==> config.mk <==
export PLATFORM = sky130hd
export DESIGN_NAME = mult_div_unit
export DESIGN_NICKNAME = d
export VERILOG_FILES = /design/src/rtl/mult_div_unit.sv
export SDC_FILE = /design/constraint.sdc
export NUM_CORES = 1
export LEC_CHECK = 0
export CAP_MARGIN = 25
export CORE_ASPECT_RATIO = 0.75
export CORE_MARGIN = 2
export CORE_UTILIZATION = 64
export DETAILED_ROUTE_END_ITERATION = 7
export GPL_TIMING_DRIVEN = 0
export PLACE_DENSITY = 0.88
export SLEW_MARGIN = 15
export SYNTH_ARGS = -nofsm -noshare
export SYNTH_HDL_FRONTEND = slang
export SYNTH_SLANG_ARGS = --single-unit
export TNS_END_PERCENT = 1
==> constraint.sdc <==
create_clock -name clk -period 5.1 [get_ports clk]
set_clock_uncertainty 0.2 [all_clocks]
set_input_delay 0.765 -clock clk [delete_from_list [all_inputs] [get_ports clk]]
set_output_delay 0.765 -clock clk [all_outputs]
set_load 0.01 [all_outputs]
==> src/rtl/mult_div_unit.sv <==
// Iterative 32-bit multiply/divide unit with HI/LO result registers.
// Shift-add multiply and restoring divide, one iteration per cycle, 33-cycle latency.
module mult_div_unit (
  input  logic        clk,
  input  logic        reset,
  input  logic        start_i,
  input  logic [1:0]  op_i,
  input  logic [31:0] a_i,
  input  logic [31:0] b_i,
  input  logic        mthi_i,
  input  logic        mtlo_i,
  output logic        busy_o,
  output logic        done_o,
  output logic        div_by_zero_o,
  output logic [31:0] hi_o,
  output logic [31:0] lo_o
);

  localparam logic [1:0] IDLE = 2'd0;
  localparam logic [1:0] RUN  = 2'd1;
  localparam logic [1:0] FIX  = 2'd2;
  localparam logic [1:0] DONE = 2'd3;

  logic [1:0]  state_q, state_d;
  logic [4:0]  cnt_q, cnt_d;
  logic [1:0]  op_q, op_d;
  logic [63:0] acc_q, acc_d;
  logic [31:0] bm_q, bm_d;
  logic        neg_res_q, neg_res_d;
  logic        neg_rem_q, neg_rem_d;
  logic        dbz_q, dbz_d;
  logic [31:0] hi_q, hi_d;
  logic [31:0] lo_q, lo_d;

  logic [31:0] a_mag, b_mag;
  logic [32:0] sum33, rem33, diff33;
  logic [63:0] prod;
  logic [31:0] quo, rem;

  always_comb begin
    state_d   = state_q;
    cnt_d     = cnt_q;
    op_d      = op_q;
    acc_d     = acc_q;
    bm_d      = bm_q;
    neg_res_d = neg_res_q;
    neg_rem_d = neg_rem_q;
    dbz_d     = 1'b0;
    hi_d      = hi_q;
    lo_d      = lo_q;
    a_mag     = (op_i[0] && a_i[31]) ? (32'd0 - a_i) : a_i;
    b_mag     = (op_i[0] && b_i[31]) ? (32'd0 - b_i) : b_i;
    sum33     = '0;
    rem33     = '0;
    diff33    = '0;
    prod      = '0;
    quo       = '0;
    rem       = '0;

    case (state_q)
      IDLE, DONE: begin
        if (start_i) begin
          op_d      = op_i;
          neg_res_d = op_i[0] & (a_i[31] ^ b_i[31]);
          neg_rem_d = op_i[0] & a_i[31];
          if (op_i[1] && (b_i == 32'd0)) begin
            state_d = DONE;
            dbz_d   = 1'b1;
          end else begin
            state_d = RUN;
            cnt_d   = '0;
            acc_d   = {32'd0, a_mag};
            bm_d    = b_mag;
          end
        end else begin
          state_d = IDLE;
          if (mthi_i) hi_d = a_i;
          if (mtlo_i) lo_d = a_i;
        end
      end
      RUN: begin
        if (!op_q[1]) begin
          sum33 = {1'b0, acc_q[63:32]} + (acc_q[0] ? {1'b0, bm_q} : 33'd0);
          acc_d = {sum33, acc_q[31:1]};
        end else begin
          // Partial remainder lives in acc[63:32]; quotient bits shift into acc[0].
          rem33 = {acc_q[63:32], acc_q[31]};
          if (rem33 >= {1'b0, bm_q}) begin
            diff33 = rem33 - {1'b0, bm_q};
            acc_d  = {diff33[31:0], acc_q[30:0], 1'b1};
          end else begin
            acc_d  = {rem33[31:0], acc_q[30:0], 1'b0};
          end
        end
        cnt_d = cnt_q + 5'd1;
        if (cnt_q == 5'd31) state_d = FIX;
      end
      FIX: begin
        if (!op_q[1]) begin
          prod = neg_res_q ? (64'd0 - acc_q) : acc_q;
          hi_d = prod[63:32];
          lo_d = prod[31:0];
        end else begin
          quo  = neg_res_q ? (32'd0 - acc_q[31:0]) : acc_q[31:0];
          rem  = neg_rem_q ? (32'd0 - acc_q[63:32]) : acc_q[63:32];
          lo_d = quo;
          hi_d = rem;
        end
        state_d = DONE;
      end
      default: state_d = IDLE;
    endcase
  end

  always_ff @(posedge clk) begin
    if (!reset) begin
      state_q   <= IDLE;
      cnt_q     <= '0;
      op_q      <= '0;
      acc_q     <= '0;
      bm_q      <= '0;
      neg_res_q <= 1'b0;
      neg_rem_q <= 1'b0;
      dbz_q     <= 1'b0;
      hi_q      <= '0;
      lo_q      <= '0;
    end else begin
      state_q   <= state_d;
      cnt_q     <= cnt_d;
      op_q      <= op_d;
      acc_q     <= acc_d;
      bm_q      <= bm_d;
      neg_res_q <= neg_res_d;
      neg_rem_q <= neg_rem_d;
      dbz_q     <= dbz_d;
      hi_q      <= hi_d;
      lo_q      <= lo_d;
    end
  end

  assign busy_o        = (state_q == RUN) || (state_q == FIX);
  assign done_o        = (state_q == DONE);
  assign div_by_zero_o = dbz_q;
  assign hi_o          = hi_q;
  assign lo_o          = lo_q;

endmodule

==> flow_summary.yaml <==
sta:
  rsz0062_at_grt: "no"
  period_minus_slack_ps: 5060
  slew_headroom_pct: 29.8
  tightest_slew_ps: 1050
  fin_crit_sh_pct: 99.1
  tns_ps: 0
  hold_violations: 0
  slew_violations: 0
  max_freq_ghz: 0.198
  setup_violations: 0
grt:
  grt_pass1_wl_um: 80600
  grt_overflow_total: 0
  globalRouteMet2Util_pct: 61.9
  grtUsageMet1_pct: 62.6
  grt_max_degree: 18
  grtUsageMet3_pct: 17.2
  grt_use_total_pct: 44.5
  grt_pass1_vias: 14485
  antenna_found_initial: 1
  top_usage_layer: "met1"
critical_path:
  path_class: "in2reg"
  cp_top_family: "simple AND/OR/NAND/NOR gates"
  startpoint_type: "primary input"
  worstReg2RegStart: "acc_q[31]$_SDFFE_PN0P_"
  path_cells: "clkdlybuf4s50_1 -> or4_1 -> clkbuf_1 -> nor4b_2 -> a31oi_1 -> a21oi_1 -> nor2_1 -> nand2_1 -> nor2_1 -> clkbuf_1 -> a22oi_1 -> o21ai_0"
  worstReg2RegEnd: "acc_q[58]$_SDFFE_PN0P_"
  crit_arrival_ps: 5230
  critical-path-slowest-cell: "nor2_1"
  cp_num_cells: 12
  end_kind: "flip-flop"
  critPathRequiredTime_ps: 5270
  endpoint: "acc_q[47]$_SDFFE_PN0P_"
  critPathMaxFanout: 10
  crit_path_start: "b_i[6]"
  r2r_cells: 13
  cpPeakStageDelay_ps: 830
  cp_num_buf_inv: 3
  rrSetupSlack_ps: 290
power:
  internal-power_mw: 3.83
  ir_worst_vdd_mv: 0.291
  power_switching_mw: 3.72
  p_clk_share_pct: 17.8
  power.density_nw_per_um2: 465
  power.leakage_nw: 6.18
  combPwrFrac_pct: 55.1
  power_frac_seq_pct: 27.1
  sw_frac_of_total_pct: 49.3
floorplan:
  dieArea_um2: 23000
  io_pins: 138
  core_um2: 21200
  die_width_um: 174
  fp.dieH_um: 132
  num_rows: 46
  start_util_pct: 65.6
clock_tree:
  cts_root_buffer: "clkbuf_16"
  insertion_delay_ps: 460
  numCtsBuffers: 17
  clock_path_buffers: 2
  cts_sinks: 171
  clk_pin_slew_ps: 80
  hold_buffers: 0
  cts_resized: 0
  htreeDepth: 4
  cts_tree: "done"
  post_cts_buffers: 0
yosys:
  ys_ff_latch: 171
  syn_nets: 2049
  ys_types: 68
  synth-edff-count: 0
  syn_area_um2: 13900
  synth_top_flop_cell: "dfxtp_1"
  synthCells: 1903
  synthArstFlopShare_pct: 0
  synth_area_per_cell_um2: 7.32
  yosysWarnings: 0
  seq_area_frac_synth_pct: 24.6
hold_path:
  hold_class: "reg2reg"
cells_and_area:
  final_nets: 2205
  post_layout_nonfiller_instances: 2361
  final_layout_size_suffix_gt1_share_pct: 2.51
  areaGrowthSynthToFinish_pct: 16.6
routing:
  first_pass_iters: 8
  routedWlPerCell_um: 22.5
  wirelength_um: 53100
  drt_iter0_drc: 2730
  drtAntennaViolNets: 0
  viasPerCell: 6.91
  drc: 0
  vias: 16324
flow_run:
  drv_cap: 0
placed_design:
  placed_cells: 2327
  gp_congestion: 1.06
  dpl.hpwl_um: 41100
  port_buffers: 136
run_status:
  status: "finished, final reports clean"
layer usage:
metal / vias up / wire length (um) / share of wire, %
li1: 7196 / - / -
met1: 7489 / 20900 / 39
met2: 1422 / 20500 / 39
met3: 217 / 9540 / 18
met4: 0 / 2050 / 3.9
met5: - / 0 / 0
stage by stage:
step	utilization (%)	hold slack, ps	cell area [um2]	setup slack, ps	power [mW]
finish	76.5	288	16200	44.6	7.55
detailed placement	73.7	258	15700	44.6	5.96
global route	76.5	286	16200	104	7.83
CTS	76.4	278	16200	457	7.28
global placement	73.7	259	15600	-183	5.83
floorplan	-	250	13900	1610	4.50
registers in the layout, indices dropped and copies added (netlist names):
name and count:
cnt_q 5, hi_o 32, lo_o 32, neg_rem_q 1, op_q 1, state_q 2, acc_q 64, bm_q 32
div_by_zero_o 1, neg_res_q 1
worst min path at each step:
stage	startpoint	to	slack (ps)	cells past startpoint
after floorplan	bm_q[31]$_SDFFE_PN0P_	bm_q[31]$_SDFFE_PN0P_	250	2
after global placement	hi_o[24]$_SDFFE_PN0P_	hi_o[24]$_SDFFE_PN0P_	260	1
after detailed placement	hi_o[4]$_SDFFE_PN0P_	hi_o[4]$_SDFFE_PN0P_	260	2
after CTS	hi_o[4]$_SDFFE_PN0P_	hi_o[4]$_SDFFE_PN0P_	280	2
after global routing	hi_o[4]$_SDFFE_PN0P_	hi_o[4]$_SDFFE_PN0P_	290	2
final	hi_o[4]$_SDFFE_PN0P_	hi_o[4]$_SDFFE_PN0P_	290	2
cell usage in the layout, fill, tap and decap left out, types with 6 or more instances in the layout:
cell               n
o41ai_1           16
inv_1             69
mux2i_1           63
nor2_1           238
or3_1             24
o22ai_1            6
clkbuf_1         115
clkbuf_16         17
o31ai_1           26
o21a_1            12
a22oi_1           14
a21oi_1          190
and3_1            11
a21o_1            26
nor2b_1           12
o21ai_0          123
nand2b_1          12
or2_2              6
nor4_1             9
nor3_1            34
nand3_1           42
o221ai_1          10
or4_1             18
and2_1             6
o211ai_1          37
nand4_1           10
dfxtp_1          171
a31oi_1           20
xnor2_1           77
xor2_1            96
nand2_1          181
a211oi_1          80
clkdlybuf4s50_1  136
ha_1              73
layout make-up:
cell class                      instances  area, um2
Multi-Input combinational cell       1540       9780
Fill cell                            1578       5000
Sequential cell                       171       3420
Timing Repair Buffer                  137       1370
Buffer                                122        462
Clock buffer                           20        457
Tap cell                              288        360
Inverter                               70        263
Clock inverter                         12        119
Antenna cell                            1       2.50
cell families (layout without fill, tap and decap cells):
group | after synthesis | count (layout) | synth area share (%)
buf+inv | 192 | 361 | 5.20
xor+xnor | 173 | 173 | 10.9
mux | 63 | 63 | 4.53
flops | 171 | 171 | 24.6
other cells | 0 | 1 | 0
compound gates | 615 | 615 | 28.1
simple gates | 614 | 614 | 19.9
fa+ha+maj | 75 | 75 | 6.85
power by group through the flow:
stage	clock, mW	combinational, mW	sequential (mW)
after floorplan	0	2.50	2.00
after global placement	0	3.81	2.02
after detailed placement	0	3.91	2.05
after CTS	1.31	3.95	2.02
after global routing	1.37	4.39	2.08
final	1.34	4.17	2.05
cell usage after synthesis, types with 12 or more instances:
cell,count,share of area (%)
a211oi_1,80,4.3
a21o_1,26,1.4
a21oi_1,190,6.8
a22oi_1,14,0.75
a31oi_1,20,0.90
clkbuf_1,114,3.1
dfxtp_1,171,25
ha_1,73,6.6
inv_1,69,1.9
mux2i_1,63,4.5
nand2_1,181,4.9
nand2b_1,12,0.54
nand3_1,42,1.5
nor2_1,238,6.4
nor2b_1,12,0.54
nor3_1,35,1.3
o211ai_1,37,2.0
o21a_1,12,0.65
o21ai_0,123,4.4
o31ai_1,26,1.4
o41ai_1,16,1.0
or3_1,24,1.1
or4_1,18,0.97
xnor2_1,77,4.8
xor2_1,96,6.0
worst reg2reg max path: stages (launching register included):
cell and delay [ps]:
dfxtp_1 520, inv_1 180, ha_1 260, nor2b_1 160, o21bai_1 110, a31oi_1 440, o31a_1 350, a211oi_1 230
o21ai_0 250, clkbuf_1 540, clkbuf_1 830, nor2_1 170, a41oi_1 340, o21ai_0 110
(Power assumes the default switching activity.)
